$ cat config.mk
export PLATFORM = sky130hd
export DESIGN_NAME = slow_dac_update_sched
export DESIGN_NICKNAME = d
export VERILOG_FILES = /design/src/rtl/slow_dac_update_sched.sv
export SDC_FILE = /design/constraint.sdc
export NUM_CORES = 1
export LEC_CHECK = 0
export CAP_MARGIN = 10
export CORE_MARGIN = 2
export CORE_UTILIZATION = 50
export CTS_CLUSTER_SIZE = 14
export DETAILED_ROUTE_END_ITERATION = 8
export PLACE_DENSITY = 0.74
export SETUP_SLACK_MARGIN = 0.1
export SLEW_MARGIN = 0
export SYNTH_ARGS = -nofsm -noshare
export SYNTH_HDL_FRONTEND = slang
export SYNTH_SLANG_ARGS = --single-unit
$ cat constraint.sdc
create_clock -name clk -period 8.45 [get_ports clk]
set_input_delay 2.535 -clock clk [delete_from_list [all_inputs] [get_ports clk]]
set_output_delay 2.535 -clock clk [all_outputs]
set_load 0.02 [all_outputs]
$ cat src/rtl/slow_dac_update_sched.sv
// Write scheduler for the two LTC2666-16 slow DACs: tracks changed setpoints and issues one
// SPI write command per handshake, round-robin, with optional periodic full refresh.
module slow_dac_update_sched #(
  parameter int unsigned NCH     = 16,      // channel indexing below assumes exactly 16
  parameter int unsigned REFRESH = 1000000  // 0 disables refresh
) (
  input  logic                  clk,
  input  logic                  rst_n,
  input  logic                  en,
  input  logic                  force_all,
  input  logic [NCH-1:0][15:0]  sout,
  output logic                  cmd_valid,
  input  logic                  cmd_ready,
  output logic                  cmd_chip,
  output logic [2:0]            cmd_addr,
  output logic [15:0]           cmd_data,
  output logic [NCH-1:0]        dirty,
  output logic                  busy
);

  typedef enum logic [1:0] {StIdle, StPick, StIssue} state_e;

  state_e               state_q, state_d;
  logic [3:0]           rr_q;
  logic [NCH-1:0]       dirty_q, dirty_d;
  logic [NCH-1:0][15:0] last_q;
  logic [31:0]          cnt_q, cnt_d;
  logic                 cmd_valid_q, cmd_valid_d;
  logic                 cmd_chip_q;
  logic [2:0]           cmd_addr_q;
  logic [15:0]          cmd_data_q;

  logic                 tick;
  logic                 accept;
  logic                 load;
  logic                 pick_found;
  logic [3:0]           pick_ch;
  logic [3:0]           cur_ch;
  logic [NCH-1:0]       chg;

  assign cur_ch = {cmd_chip_q, cmd_addr_q};
  assign accept = cmd_valid_q & cmd_ready;

  // First dirty channel strictly after rr_q, wrapping 15 -> 0; rr_q itself is tried last.
  always_comb begin
    logic [3:0] idx;
    pick_found = 1'b0;
    pick_ch    = rr_q;
    for (int k = 1; k <= 16; k++) begin
      idx = rr_q + 4'(k);
      if (!pick_found && dirty_q[idx]) begin
        pick_found = 1'b1;
        pick_ch    = idx;
      end
    end
  end

  always_comb begin
    for (int i = 0; i < NCH; i++) begin
      chg[i] = (sout[i] != last_q[i]);
    end
  end

  always_comb begin
    tick  = 1'b0;
    cnt_d = '0;
    if (REFRESH != 0) begin
      tick  = (cnt_q == 32'(REFRESH - 1));
      cnt_d = tick ? '0 : cnt_q + 32'd1;
    end
  end

  // Sets are applied after the accept-clear so a concurrent change or refresh wins.
  always_comb begin
    dirty_d = dirty_q;
    if (accept) dirty_d[cur_ch] = 1'b0;
    dirty_d = dirty_d | chg;
    if (force_all || tick) dirty_d = '1;
  end

  always_comb begin
    state_d     = state_q;
    load        = 1'b0;
    cmd_valid_d = cmd_valid_q;
    unique case (state_q)
      StIdle: begin
        if (en && (|dirty_q)) state_d = StPick;
      end
      StPick: begin
        load    = pick_found;
        state_d = pick_found ? StIssue : StIdle;
        if (pick_found) cmd_valid_d = 1'b1;
      end
      StIssue: begin
        if (cmd_ready) begin
          cmd_valid_d = 1'b0;
          state_d     = (en && (|dirty_d)) ? StPick : StIdle;
        end
      end
      default: state_d = StIdle;
    endcase
  end

  always_ff @(posedge clk or negedge rst_n) begin
    if (!rst_n) begin
      state_q     <= StIdle;
      rr_q        <= 4'd15;
      dirty_q     <= '1;
      last_q      <= '0;
      cnt_q       <= '0;
      cmd_valid_q <= 1'b0;
      cmd_chip_q  <= 1'b0;
      cmd_addr_q  <= 3'd0;
      cmd_data_q  <= 16'd0;
    end else begin
      state_q     <= state_d;
      dirty_q     <= dirty_d;
      cnt_q       <= cnt_d;
      cmd_valid_q <= cmd_valid_d;
      if (accept) rr_q <= cur_ch;
      if (load) begin
        cmd_chip_q      <= pick_ch[3];
        cmd_addr_q      <= pick_ch[2:0];
        cmd_data_q      <= {~sout[pick_ch][15], sout[pick_ch][14:0]};
        last_q[pick_ch] <= sout[pick_ch];
      end
    end
  end

  assign cmd_valid = cmd_valid_q;
  assign cmd_chip  = cmd_chip_q;
  assign cmd_addr  = cmd_addr_q;
  assign cmd_data  = cmd_data_q;
  assign dirty     = dirty_q;
  assign busy      = (|dirty_q) | cmd_valid_q;

endmodule
== Word level (Yosys, flattened, before mapping) ==
Cells that the tools add are included.

* Add/sub/neg operators: 16
* Multiply operators: 0
* Divide/modulo/power cells: 0
* Magnitude comparators: 20
* Eq/ne operators: 22
* Shift operators: 0
* Mux-type cells: 83
* Bitwise operators: 6
* Reduce and logical (&&, ||, !) cells: 41

{| class="wikitable"
|+ Operator list
! kind !! count
|-
| 256-bit bitwise mux || 1
|-
| 16-bit != test || 16
|-
| 4-bit by 5-bit less-than comparator with 1-bit output (second input constant) || 18
|-
| 1-bit binary-select mux with 4-bit select || 16
|-
| 16-bit binary-select mux with 4-bit select || 1
|-
| 16-bit demux with 4-bit select || 1
|-
| 16-bit two-way mux || 4
|-
| 4-bit two-way mux || 16
|-
| 1-bit two-way mux || 37
|-
| 32-bit by 1-bit adder with 32-bit output (second input constant) || 1
|-
| 4-bit adder (second input constant) || 8
|-
| 32-bit by 20-bit equality test with 1-bit output (second input constant) || 1
|-
| 32-bit two-way mux || 1
|-
| 16-bit OR reduction || 2
|-
| 1-bit logical AND || 19
|-
| 4-bit by 3-bit adder with 4-bit output (second input constant) || 4
|-
| 16-bit AND || 1
|-
| 16-bit inverter || 1
|-
| 16-bit OR || 1
|-
| 1-bit zero test || 15
|-
| 4-bit by 2-bit adder with 4-bit output (second input constant) || 2
|-
| 4-bit by 1-bit greater-or-equal comparator with 1-bit output (second input constant) || 2
|-
| 2-bit two-way mux || 3
|-
| 2-bit != test (second input constant) || 3
|-
| 14 further kinds || 14
|}

* Flip-flop bits (word level): 331
* Bits in latches: 0
* Memory bits (writable): 0
* ROM bits: 0
* Input bits: 261
* Output and inout bits: 38
* Logic and storage cells: 212
* Memories: 0

== Depth between registers and ports, before layout ==
Gate-level depths: netlist of run 1.

* Depth after elaboration: 54
* Mapped depth: 23
* Depth with buffers taken out: 14

== Worst setup path before layout of run 1 ==
OpenSTA, ideal clock, no wires.

* Path type: reg-to-reg
* Start: register rr_q[1]
* End: register last_q[0] (netlist name)
* Setup time: 125 ps
* Arrival: 5,776 ps
* Data required time: 8,325 ps
* Path slack: 2,549 ps
* Stages on the path, launching flop included: 23
* Path buffers: 8
* Clock period less this slack: 5,901 ps
* Cells stage by stage: dfstp_2 buf_2 buf_2 clkbuf_1 inv_1 ha_1 clkbuf_1 clkbuf_1 mux2i_1 nand3_1 o2111ai_1 nand2_1 or3_1 a311o_1 or3_1 buf_6 nand2_8 buf_6 mux4_2 nand3b_1 o211ai_2 buf_6 mux2_2

* Cells in the longest elaborated chain, start to end: 54
* Elaborated cells between the ends (all ways): 118
* Classes of those cells: add/sub: 15; order compare: 2; mux: 70; reduce/logical: 31

{| class="wikitable"
|+ RTL lines
! element !! RTL line !! text
|-
| start, declared || 24 || <nowiki>logic [3:0] rr_q;</nowiki>
|-
| start signal, assigned || 120 || <nowiki>if (accept) rr_q <= cur_ch;</nowiki>
|-
| 4-bit by 1-bit adder with 4-bit output || 50 || <nowiki>idx = rr_q + 4'(k);</nowiki>
|-
| 1-bit binary-select mux with 4-bit select || 51 || <nowiki>if (!pick_found && dirty_q[idx]) begin</nowiki>
|-
| 1-bit two-way mux (not written as such) || 51 ||
|-
| 1-bit two-way mux || 51 ||
|-
| 1-bit zero test || 51 ||
|-
| 1-bit logical AND || 51 ||
|-
| 1-bit two-way mux || 51 ||
|-
| 1-bit zero test || 51 ||
|-
| (+38 left out) || - ||
|-
| 1-bit zero test || 51 ||
|-
| 1-bit logical AND || 51 ||
|-
| 4-bit two-way mux || 51 ||
|-
| 4-bit by 5-bit less-than comparator with 1-bit output (not written as such) or 4-bit by 1-bit greater-or-equal comparator with 1-bit output (tied branches) || 125 || <nowiki>last_q[pick_ch] <= sout[pick_ch];</nowiki>
|-
| 1-bit logical AND (not written as such) || 125 ||
|-
| 16-bit two-way mux (not written as such) || 125 ||
|-
| 16-bit demux with 4-bit select || 125 ||
|-
| 256-bit bitwise mux || 125 ||
|-
| end signal, assigned by index || 125 ||
|-
| end, declared || 26 || <nowiki>logic [NCH-1:0][15:0] last_q;</nowiki>
|}

Parallel ways exist; a longest one is shown, timed or not. The select of a mux whose other input is x is not followed.
A chain may end at the register's enable or synchronous reset.

== Worst setup path in the final report of run 1 ==
* Start: register rr_q[1]
* End: register last_q[74] (netlist name)

Same word-level chain as after synthesis.

==> out/results.tsv, run 1 <==
metric	value	unit
status	complete, no violations	
global placement routability congestion	0.9346	
share of layout cells above drive strength 1	21.31	%
# port buffers	298	
Critical Path AT	7290	ps
Worst-Margin Slew	1207	ps
Avg Cell Area, Syn	11.64	sq um
Area growth syn-to-layout	20.76	%
remaining global-route overflow	0	
Fin Setup TNS	0	ps
dpl hpwl	53.46	mm
Ports	299	
post-route cell area	25250	sq um
number of flops mapped to enable cells by yosys	0	
Final Critical Period	6834	ps
initial antenna violation count	2	
Die ar.	43470	sq um
P_int	4.430	mW
ys flop type	dfrtp_1	
DRC	0	
Syn. warnings	0	
Psw	3.392	mW
cts repair resizes	0	
crit path launch type	flip-flop	
die width	208.5	um
P_leak	10.35	nW
hold_ws	470.1	ps
DR vias/cell	6.238	
Max VDD drop	0.0002467	V
placed cell areas	24060	sq um
Crit Path Class	flip-flop to flip-flop	
Synthesized Nets	2066	
sequential share of the synthesized area	39.73	%
Post CTS Setup Buffer Count	0	
1st-iter DRT viols	1487	
final setup violation count	0	
logic gate share of total power	51.4	%
routed wire length	70.95	mm
HP Class	flip-flop to flip-flop	
CTS tree	done	
synth top area cells	dfrtp_1 (37%), mux2_2 (12%), xnor2_1 (10%), mux2i_1 (6.0%), mux4_2 (5.8%)	
Period Utilization, post-route	80.87	%
Starting Density	50.98	%
FMAX	146.3	MHz
DRT Pass-1 Iters	6	
Critical Path Start	rr_q[1]$_DFFE_PN1P_	
CP Data Required Time	8900	ps
Yosys reg bits	331	
Layout Skew	30.58	ps
Final nets	2327	
Reg-to-Reg Start	rr_q[1]$_DFFE_PN1P_	
Clk network pwr share	20.4	%
clock sink count	331	
hold path start	cnt_q[4]$_DFF_PN0_	
gr usage total	32.56	%
RSZ-0062 raised after global routing	no	
wire length per cell	27.10	um
global-route wire length before repair	106.9	mm
Reg clk slew, reported paths	60	ps
P per Cell Area	309.8	nW/um^2
relative slew slack	19.56	%
clk root buf	clkbuf_16	
Worst-Skew Late Latency	550	ps
Synth area leader	dfrtp_1	
core box area	41020	sq um
number of max-cap violations	0	
Routed Antenna Nets	0	
Post-synth ARST share	100.0	%
largest net degree at the start of global routing	203	
mapped cell area	20910	sq um
final hold violations	0	
max-slew violations	0	
Synth top area share	37.22	%
Syn Inst Count	1796	
vias in the first global route	16810	
H-Tree Depth	2	
crit path max fanout	62	
Yosys cell types	81	
hold_buf cts	0	
CTS buffer count	37	
Worst Setup End Kind	flip-flop	
Cell Rows	74	
worst-case clock buffer depth	3	
share of power burned in registers	28.2	%
switching part of the total	43.37	%
routed vias	16330	
Vert. Die Dim	208.5	um
## registers in the layout (all words and copies together), names as in the netlist
| signal | cells |
|---|---|
| dirty | 16 |
| cmd_data | 16 |
| cmd_chip | 1 |
| cmd_valid | 1 |
| cmd_addr | 3 |
| rr_q | 4 |
| cnt_q | 32 |
| last_q | 256 |
| state_q | 2 |
## worst paths after layout
kind                                          endpoint  slack (ps)  cells past startpoint
worst max-delay path            last_q[74]$_DFFE_PN0P_        1620                     15
min in group asynchronous          cnt_q[29]$_DFF_PN0_        2080                      1
worst min-delay path                cnt_q[4]$_DFF_PN0_         470                      1
max in group asynchronous       last_q[76]$_DFFE_PN0P_        4660                      2
worst min register to register      cnt_q[4]$_DFF_PN0_         470                      1
worst max register to register  last_q[74]$_DFFE_PN0P_        1620                     15
## placed cells by master (no fill, tap or decap), types with 6 or more instances in the layout
cell	n
dfrtp_1	311
clkdlybuf4s50_1	297
xnor2_1	242
mux2_2	231
mux2i_1	126
nand2_1	79
inv_1	71
nand4_1	64
xor2_1	54
mux4_2	54
nand3_1	43
clkbuf_16	38
o21ai_0	36
nor2_1	35
nor4_1	32
and3_1	30
a211oi_1	20
dfstp_2	20
a21o_1	18
buf_4	18
a2111o_1	16
o22a_1	16
a21oi_1	15
nand3b_1	15
o211ai_2	15
nand2b_1	14
nor3_1	11
clkinv_2	10
ha_1	9
and2_1	8
nor2_4	8
clkbuf_8	7
o31ai_1	6
or3_1	6
nand2_4	6
clkbuf_1	6
## metrics by stage
stage                     utilization [%]  setup WS [ps]  cells  power (mW)
after floorplan                         -           2549   1796       4.946
after global routing                61.56           1245   2618       8.095
after CTS                           61.55           1637   2616       7.763
after detailed placement            58.65           1667   2550       6.158
final                               61.56           1616   2618       7.823
after global placement              58.65           1823   2550       6.091
## critical path: stages, from the launching register on
cell and delay, ps:
dfstp_2 530, inv_1 160, ha_1 840, mux4_2 450, mux2_2 330, mux2i_2 460
o2111ai_4 250, nor3_4 430, a311o_1 250, or3_1 550, nand2_8 490, buf_4 410
mux2i_1 170, mux2_2 300, o211ai_2 740, mux2_2 300
## per-layer routing
metal  track usage, %  part of all wire [%]  vias up
met1            43.53                    41     8270
met3            4.151                   6.9      176
met5                0                     0        -
li1                 -                     -     7064
met2            53.78                    48      820
met4            13.35                   4.4        0
## power groups by stage
| stage | clock, mW | sequential (mW) | combinational, mW |
|---|---|---|---|
| 5_1_grt | 1.67 | 2.25 | 4.18 |
| 3_3_place_gp | 0 | 2.21 | 3.88 |
| 3_5_place_dp | 0 | 2.23 | 3.93 |
| 6_report | 1.60 | 2.21 | 4.02 |
| 4_1_cts | 1.61 | 2.20 | 3.95 |
| 2_1_floorplan | 0 | 2.20 | 2.74 |
## kinds of logic (layout without fill, tap and decap cells)
family | Yosys count | after routing | synth area share [%]
muxes | 417 | 417 | 24.75
AOI/OAI and AO/OA | 196 | 196 | 7.414
DFF | 331 | 331 | 39.73
adders and majority gates | 9 | 9 | 0.5385
other | 0 | 2 | 0
and+or+nand+nor | 379 | 379 | 10.52
buffers and inverters | 168 | 456 | 4.649
xor gates and xnor gates | 296 | 296 | 12.40
## cell type report
| class | instances | area [sq um] |
|---|---|---|
| Tap cell | 532 | 665.6 |
| Inverter | 73 | 274.0 |
| Multi-Input combinational cell | 1297 | 11660 |
| Antenna cell | 2 | 5.005 |
| Clock buffer | 51 | 1070 |
| Timing Repair Buffer | 317 | 3143 |
| Clock inverter | 15 | 120.1 |
| Fill cell | 3279 | 15770 |
| Sequential cell | 331 | 8308 |
## cells in the mapped netlist, types with 16 or more instances
cell	n
dfrtp_1	311
xnor2_1	242
mux2_2	231
mux2i_1	126
nand2_1	79
inv_1	71
nand4_1	64
mux4_2	54
xor2_1	54
nand3_1	43
nor2_1	36
o21ai_0	36
nor4_1	32
and3_1	30
buf_6	29
buf_4	25
clkbuf_1	23
a211oi_1	20
dfstp_2	20
a21o_1	18
a2111o_1	16
o22a_1	16
No activity file was read; power rests on OpenSTA's default activity.
==> inputs of run 2 (changes only) <==
Clock period 8.45 ns to 7 ns, I/O delays scaled along.
==> run 2 against run 1 <==
  * Final area up 0.84%
  * Setup slack got worse by 840 ps
  * Register-to-register slack worse by 840 ps
  * Clock power rose by 16%
  * Count of clock-buffer cells in the layout rose by 2
  * Hold slack is essentially flat
  * Critical endpoint is now last_q[48]$_DFFE_PN0P_
  * Highest routed layer unchanged
==> out/results.tsv, run 2 (same netlist as run 1, synthesis figures left out) <==
metric	value	unit	change
most common cell after layout, fill and taps aside	dfrtp_1		
Layout Skew	19.02	ps	-11.56 ps
share of layout cells above drive strength 1	22.17	%	+0.87 points
switching part of the total	43.02	%	-0.35 points
number of max-cap violations	0		unchanged
Area growth syn-to-layout	21.77	%	
hold path start	cnt_q[4]$_DFF_PN0_		
hold_buf cts	0		unchanged
flop2flop setup slack	780	ps	-840 ps
routed vias	16390		+0.39%
pre-CTS setup slack	860.4	ps	-807.1 ps
crit path launch type	flip-flop		
routed wire length	72.11	mm	+1.6%
Fin Setup TNS	0	ps	unchanged
Largest register FFs	256		unchanged
RSZ-0062 raised after global routing	no		
Final nets	2360		+1.4%
DRT Pass-1 Iters	5		-1
CP Data Required Time	7450	ps	-1450 ps
initial antenna violation count	1		-1
Endpoint, Worst Hold	cnt_q[4]$_DFF_PN0_		
dpl hpwl	55.13	mm	+3.1%
leading registers by flop count	last_q x256, cnt_q x32		
clk root buf	clkbuf_16		
Reg clk slew, reported paths	70	ps	about the same
final setup violation count	0		unchanged
Crit path top cell by count	mux2i_1		
CP max-delay cell	ha_1		
largest net degree at the start of global routing	119		-41%
clock sink count	331		unchanged
core box area	41020	sq um	unchanged
Worst-Margin Slew	1217	ps	+10.75 ps
P_leak	10.49	nW	+1.3%
R2R Path End	last_q[48]$_DFFE_PN0P_		
status	complete, no violations		
Post CTS Setup Buffer Count	0		unchanged
Vert. Die Dim	208.5	um	unchanged
# fillers	3262		-0.52%
Worst-Skew Late Latency	520	ps	-30 ps
worst-case clock buffer depth	3		unchanged
Buffers & Inverters on Critical Path	3		+1
worst reg2reg path depth	16		+1
# port buffers	298		unchanged
HP Class	flip-flop to flip-flop		
Worst Setup End Kind	flip-flop		
FMAX	160.7	MHz	+9.8%
logic gate share of total power	53.4	%	+2.0 points
largest register by flop count	last_q		
Max VDD drop	0.0002272	V	-7.9%
P per Cell Area	380.3	nW/um^2	+23%
Routed Antenna Nets	0		unchanged
Ports	299		unchanged
Crit Path Class	flip-flop to flip-flop		
relative slew slack	18.09	%	-1.5 points
crit-path cells	inv_1 -> ha_1 -> mux2i_1 -> mux2i_1 -> o2111ai_1 -> nand2_1 -> or3_1 -> a311o_1 -> or3_1 -> nand2_8 -> buf_4 -> buf_4 -> mux2i_1 -> mux2_2 -> o211ai_2 -> mux2_2		
most frequent cells in the layout	dfrtp_1 (311), clkdlybuf4s50_1 (297), xnor2_1 (242)		
DRC	0		unchanged
worst setup margin	777.5	ps	-838.8 ps
Crit path max-delay family	simple AND/OR/NAND/NOR gates		
final hold violations	0		unchanged
Cell Rows	74		unchanged
wire length per cell	27.23	um	+0.49%
H-Tree Depth	2		unchanged
DR vias/cell	6.191		-0.75%
Clk network pwr share	19.1	%	-1.3 points
crit path max fanout	32		-48%
P_int	5.519	mW	+25%
Reg-to-Reg Start	rr_q[1]$_DFFE_PN1P_		
vias in the first global route	16970		+0.95%
Psw	4.166	mW	+23%
share of power burned in registers	27.4	%	-0.8 points
remaining global-route overflow	0		unchanged
Critical Path AT	6670	ps	-620 ps
Worst path max stage delay	860	ps	+20 ps
die width	208.5	um	unchanged
CTS tree	done		
max-slew violations	0		unchanged
1st-iter DRT viols	1606		+8.0%
global placement routability congestion	0.9998		+7.0%
Die ar.	43470	sq um	unchanged
hold path cells	1		unchanged
cts repair resizes	0		unchanged
Period Utilization, post-route	88.89	%	+8.0 points
gr usage total	33.12	%	+0.56 points
Final Critical Period	6222	ps	-611.2 ps
Starting Density	50.98	%	unchanged
CTS buffer count	36		-2.7%
global-route wire length before repair	108.1	mm	+1.1%
-- run 2: cell count changes in the layout (fill, tap and decap cells not counted), sizes merged --
cell,delta
clkbuf,+2
buf,+34
clkinv,-3
inv,-1
clkinvlp,-1
diode,-1
-- run 2: cell type report --
class	count	area, sq um	area share, %
clock inverter	10	81.33	0.3194
tap	532	665.6	2.614
timing repair buffer	351	3436	13.49
multi-input combinational	1297	11660	45.79
antenna	1	2.502	0.009828
sequential	331	8308	32.63
inverter	73	274.0	1.076
clock buffer	53	1036	4.069
-- run 2: worst max path at each step --
stage | startpoint | endpoint | slack [ps] | depth (start not counted)
floorplan | rr_q[1]$_DFFE_PN1P_ | last_q[0]$_DFFE_PN0P_ | 1100 | 22
CTS | rr_q[1]$_DFFE_PN1P_ | last_q[156]$_DFFE_PN0P_ | 850 | 15
global placement | rr_q[1]$_DFFE_PN1P_ | last_q[223]$_DFFE_PN0P_ | 1000 | 14
global route | rr_q[1]$_DFFE_PN1P_ | last_q[80]$_DFFE_PN0P_ | 410 | 16
detailed placement | rr_q[1]$_DFFE_PN1P_ | last_q[28]$_DFFE_PN0P_ | 860 | 15
finish | rr_q[1]$_DFFE_PN1P_ | last_q[48]$_DFFE_PN0P_ | 780 | 16
-- run 2: power groups by stage --
stage / clock, mW / combinational [mW] / sequential, mW
after CTS: 1.87 / 5.08 / 2.65
after floorplan: 0 / 3.31 / 2.66
after global routing: 1.94 / 5.38 / 2.70
final: 1.85 / 5.17 / 2.66
after detailed placement: 0 / 5.05 / 2.68
after global placement: 0 / 4.99 / 2.66
-- run 2: metal layers --
| layer | track usage [%] | share of wire (%) | wire length [um] | up-vias |
|---|---|---|---|---|
| li1 | - | - | - | 7125 |
| met2 | 52.75 | 47 | 33550 | 772 |
| met5 | 0 | 0 | 0 | - |
| met3 | 5.057 | 7.2 | 5185 | 163 |
| met4 | 15.13 | 4.9 | 3502 | 0 |
| met1 | 44.78 | 41 | 29870 | 8334 |
-- run 2: per-stage QoR --
step	cell area [sq um]	utilization, %	total power, mW	std cells	hold slack, ps
3_5_place_dp	24340	59.35	7.731	2584	459.3
4_1_cts	25460	62.07	9.597	2647	471.2
3_3_place_gp	24340	59.35	7.658	2584	453.7
5_1_grt	25460	62.08	10.02	2648	504.1
6_report	25460	62.08	9.684	2648	470.3
2_1_floorplan	20910	-	5.970	1796	438.6
